## src/rtl/rf_param.sv

```systemverilog
// Parametrised register file: 2 comb read ports, 1 write port, clear sweep.
// Ports: clk_i/rst_ni, rd{0,1}_addr_i/data_o, we_i/waddr_i/wdata_i/wready_o,
//        init_busy_o, wr_err_o. Optional write-to-read bypass: RF_BYPASS_EN.
module rf_param #(
  parameter int DATA_W   = 32,
  parameter int DEPTH    = 32,
  parameter int ADDR_W   = $clog2(DEPTH),
  parameter bit ZERO_REG = 1'b1
) (
  input  logic              clk_i,
  input  logic              rst_ni,
  input  logic [ADDR_W-1:0] rd0_addr_i,
  output logic [DATA_W-1:0] rd0_data_o,
  input  logic [ADDR_W-1:0] rd1_addr_i,
  output logic [DATA_W-1:0] rd1_data_o,
  input  logic              we_i,
  input  logic [ADDR_W-1:0] waddr_i,
  input  logic [DATA_W-1:0] wdata_i,
  output logic              wready_o,
  output logic              init_busy_o,
  output logic              wr_err_o
);

  typedef enum logic {
    CLEAR,
    READY
  } state_t;

  localparam logic [ADDR_W:0] DEPTH_C = (ADDR_W+1)'(DEPTH);
  localparam logic [ADDR_W:0] LAST_C  = (ADDR_W+1)'(DEPTH-1);

  state_t            state;
  logic [ADDR_W:0]   clr_ptr;
  logic [DATA_W-1:0] mem [DEPTH];

  logic              w_acc;
  logic              w_ok;
  logic              w_bad;
  logic [ADDR_W-1:0] ra [2];
  logic [DATA_W-1:0] rd [2];

  function automatic logic in_rng(input logic [ADDR_W-1:0] a);
    return {1'b0, a} < DEPTH_C;
  endfunction

  function automatic logic is_zero(input logic [ADDR_W-1:0] a);
    return ZERO_REG && (a == '0);
  endfunction

  assign init_busy_o = (state == CLEAR);
  assign wready_o    = (state == READY);

  assign w_acc = we_i && wready_o;
  assign w_ok  = w_acc && in_rng(waddr_i) && !is_zero(waddr_i);
  assign w_bad = w_acc && !in_rng(waddr_i);

  always_ff @(posedge clk_i or negedge rst_ni) begin
    if (!rst_ni) begin
      state    <= CLEAR;
      clr_ptr  <= '0;
      wr_err_o <= 1'b0;
    end else begin
      wr_err_o <= w_bad;
      case (state)
        CLEAR: begin
          if (clr_ptr == LAST_C) begin
            state <= READY;
          end else begin
            clr_ptr <= clr_ptr + 1'b1;
          end
        end
        READY: state <= READY;
        default: state <= CLEAR;
      endcase
    end
  end

  // Storage has no reset; the sweep zeroes it before any read is unmasked.
  always_ff @(posedge clk_i) begin
    if (state == CLEAR) begin
      mem[clr_ptr[ADDR_W-1:0]] <= '0;
    end else if (w_ok) begin
      mem[waddr_i] <= wdata_i;
    end
  end

  assign ra[0] = rd0_addr_i;
  assign ra[1] = rd1_addr_i;

  always_comb begin
    for (int p = 0; p < 2; p++) begin
      rd[p] = '0;
      if (wready_o && in_rng(ra[p]) && !is_zero(ra[p])) begin
`ifdef RF_BYPASS_EN
        if (w_ok && (ra[p] == waddr_i)) begin
          rd[p] = wdata_i;
        end else begin
          rd[p] = mem[ra[p]];
        end
`else
        rd[p] = mem[ra[p]];
`endif
      end
    end
  end

  assign rd0_data_o = rd[0];
  assign rd1_data_o = rd[1];

endmodule

```

## config.mk

```make
export PLATFORM = sky130hd
export DESIGN_NAME = rf_param
export DESIGN_NICKNAME = d
export VERILOG_FILES = /design/src/rtl/rf_param.sv
export SDC_FILE = /design/constraint.sdc
export NUM_CORES = 1
export LEC_CHECK = 0
export BUFFER_PORTS_ARGS = -buffer_cell sky130_fd_sc_hd__buf_2
export CORE_MARGIN = 10
export CORE_UTILIZATION = 35
export CTS_BUF_LIST = sky130_fd_sc_hd__clkbuf_8
export DETAILED_ROUTE_END_ITERATION = 8
export HOLD_SLACK_MARGIN = 0.08
export PLACE_DENSITY = 0.5
export REMOVE_ABC_BUFFERS = 1
export SYNTH_ARGS = -nofsm -noshare
export SYNTH_HDL_FRONTEND = slang
export SYNTH_SLANG_ARGS = --single-unit
export TNS_END_PERCENT = 1
```

## constraint.sdc

```tcl
create_clock -name clk_i -period 3.8 [get_ports clk_i]
set_clock_uncertainty 0.2 [all_clocks]
set_input_delay 0.76 -clock clk_i [delete_from_list [all_inputs] [get_ports clk_i]]
set_output_delay 0.76 -clock clk_i [all_outputs]
set_load 0.03 [all_outputs]
```

==> flow_metrics.py <==
metrics = {
    "status": {
        "status": "complete, but fails checks",
        "violations": "setup timing",
    },
    "route": {
        "routedWlPerCell_um": 34.3,
        "viasPerCell": 6.07,
        "drt-pass1-iter-count": 8,
        "antenna_left": 0,
        "drtIter0Drc": 3453,
        "drcViolationCount": 0,
        "wl_um": 176000,
        "dr_total_vias": 31100,
    },
    "floorplan": {
        "ios": 117,
        "rows": 136,
        "core_area_um2": 137000,
        "die_area_um2": 153000,
        "initial_core_util_pct": 35.1,
        "die_w_um": 391,
        "die_h_um": 391,
    },
    "critical_path": {
        "cp-start-kind": "flop",
        "crit_fanout": 8,
        "path_class": "flop to output pin",
        "cp.arrival_ps": 3170,
        "crit_path_end_kind": "output pin",
        "cp.required_ps": 2840,
    },
    "logic_synthesis": {
        "synth_edf_count": 1024,
        "netlist_instances": 2857,
        "ys.flop_type": "edfxtp_1",
        "async_reset_ff_share_pct": 0.679,
        "synth.most_common_cell": "edfxtp_1",
        "yosys.area_share.simple_pct": 4.26,
        "muxShareOfSynthArea_pct": 22.7,
        "syn_area_um2": 48200,
        "synth-warning-count": 0,
        "synth_compound_area_share_pct": 6.30,
        "synth_area_per_cell_um2": 16.9,
        "ys_ff_latch": 1031,
        "seq_area_frac_synth_pct": 64.2,
        "synth_cell_type_count": 47,
        "synth_top_cell_by_area": "edfxtp_1",
        "synth_top_area_share_pct": 63.8,
        "synthAdderAreaFrac_pct": 0.0260,
        "synth_commonest_cells": "edfxtp_1, mux2i_1, a22oi_1",
        "synth_top_family_by_area": "multiplexers",
        "synth_xor_area_share_pct": 0.0909,
        "synth_area_leaders": "edfxtp_1, mux2i_1, mux4_2",
    },
    "timing": {
        "rsz0062_at_grt": "true",
        "finalMaxSlewViolations": 0,
        "period_needed_ps": 4130,
        "setup_ws_ps": -325,
        "setup_viol": 64,
        "worstMarginPinSlew_ps": 1190,
        "max_freq_mhz": 242,
        "post-route-period-util_pct": 109,
        "hold_viol": 0,
        "fin_hold_ws_ps": 331,
        "slew_headroom_pct": 21.0,
    },
    "power": {
        "power_frac_clock_pct": 38.5,
        "pwr-share-comb_pct": 10.4,
        "swShare_pct": 25.8,
        "p_int_w": 0.0183,
        "p_sw_w": 0.00635,
        "power.total_w": 0.0246,
        "sequentialPowerShare_pct": 51.1,
        "p_per_area_nw_per_um2": 429,
        "peakVddDrop_mv": 0.373,
        "cellLeakagePower_nw": 21.4,
    },
    "clocking": {
        "cts_tree": "done",
        "cts.path.max_buffers": 3,
        "worstSkewPairLatency_ps": 890,
        "clock_sinks": 1031,
        "cts_buffers": 180,
        "root_buffer": "clkbuf_8",
        "clk_pin_slew_ps": 60,
        "htreeDepth": 4,
    },
    "layout": {
        "drive_gt1_share_pct": 26.9,
        "final_cell_area_um2": 57500,
        "syn_to_final_growth_pct": 19.3,
        "fin_nets": 3233,
        "fin_cells": 5124,
    },
    "placement": {
        "gp_congestion": 0.819,
        "dpl.hpwl_um": 104000,
        "dp.cells": 4770,
        "place_area_um2": 53100,
        "io_buffers": 115,
    },
    "global_routing": {
        "grt_usage_pct": 22.5,
        "antenna_found_initial": 5,
        "grt_overflow": 0,
        "grt_pass1_vias": 32300,
        "grt_max_degree": 52,
        "grt_pass1_wl_um": 244000,
    },
    "run": {
        "max-cap-violations": 0,
    },
    "worst_hold_path": {
        "hold_class": "input pin to flop",
    },
}
-- flip-flops by register name, summed over array words and instances, names as in the netlist --
register / cells
wready_o: 1
mem: 1024
clr_ptr: 6
-- logic make-up after synthesis --
kind of cell / Yosys count
flip-flops: 1031
multiplexers: 786
AO/OA/AOI/OAI: 410
AND/OR/NAND/NOR: 388
buffers and inverters: 235
XOR/XNOR: 5
adder cells (fa/ha/maj): 1
other: 1
-- per-stage QoR --
step | setup slack (ps) | util (%) | TNS (ps)
2_1_floorplan | -1120 | - | -336400
3_3_place_gp | -277 | 38.7 | -3820
3_5_place_dp | -235 | 38.7 | -2200
4_1_cts | -355 | 41.9 | -14850
5_1_grt | -385 | 41.9 | -16940
6_report | -325 | 41.9 | -12180
-- power by group through the flow --
stage	combinational [W]	clock (W)	sequential, W
6_report	0.00257	0.00949	0.0126
5_1_grt	0.00266	0.0102	0.0126
4_1_cts	0.00256	0.00968	0.0126
3_5_place_dp	0.00238	0	0.0128
3_3_place_gp	0.00234	0	0.0128
2_1_floorplan	0.00106	0	0.0128
-- final cells by class --
| class | count | area, um2 |
|---|---|---|
| well taps | 1794 | 2240 |
| repair buffers | 370 | 4350 |
| multi-input cells | 1592 | 16700 |
| fillers | 12200 | 79700 |
| clock buffers | 180 | 2480 |
| diodes | 5 | 12.5 |
| flip-flops and latches | 1031 | 30900 |
| inverters | 7 | 26.3 |
| clock inverters | 145 | 776 |
-- timing repair --
item                       CTS  global route
setup endpoints to repair   64            64
setup buffers               19             1
hold buffers                 2             0
hold endpoints to repair     7             0
pin swaps                   66            21
gates cloned                 4             0
resized for setup          180             9
-- final timing paths --
kind | startpoint | end | slack [ps] | cells past startpoint
worst max-delay path | wready_o | rd0_data_o[27] | -330 | 9
worst max register to register | wready_o | mem[13][0] | 370 | 9
worst min register to register | clr_ptr[5] | clr_ptr[5] | 330 | 1
max in group asynchronous | rst_ni | clr_ptr[4] | 2540 | 3
min in group asynchronous | rst_ni | wready_o | 620 | 3
worst min-delay path | wdata_i[26] | mem[14][26] | 330 | 3
-- placed cells by master, fill, tap and decap left out, types with 6 or more instances in the layout --
| master | n |
|---|---|
| edfxtp_1 | 1024 |
| mux2i_1 | 547 |
| a22oi_1 | 285 |
| mux4_2 | 216 |
| clkbuf_8 | 180 |
| nand3_1 | 141 |
| buf_4 | 138 |
| buf_12 | 105 |
| buf_6 | 70 |
| nand4_1 | 67 |
| inv_1 | 64 |
| clkinv_1 | 55 |
| buf_2 | 47 |
| nand2_1 | 44 |
| nor2_4 | 33 |
| and2_1 | 33 |
| a22o_1 | 30 |
| a31oi_1 | 28 |
| and3_1 | 23 |
| mux4_1 | 22 |
| a21oi_1 | 20 |
| a21oi_2 | 13 |
| clkinv_2 | 13 |
| nor2_1 | 10 |
| nor3_2 | 8 |
| a22oi_2 | 7 |
| a32oi_1 | 7 |
| dfrtp_1 | 7 |
| nor2b_4 | 6 |
| inv_6 | 6 |
-- critical path, stage by stage (launching register included) --
cell     delay (ps)
dfrtp_1         410
buf_12          170
buf_12          160
and4b_4         260
buf_12          170
buf_8           150
a22o_4          270
a31oi_4         150
nand4_1         260
buf_6           240
-- per-layer routing --
layer,vias up,share of wire [%],track usage [%]
li1,12700,-,-
met1,16500,41,29.8
met2,1605,47,35.9
met3,388,8.0,4.71
met4,2,3.9,9.11
met5,-,0.0040,0
Power figures use the tool's default switching activity.
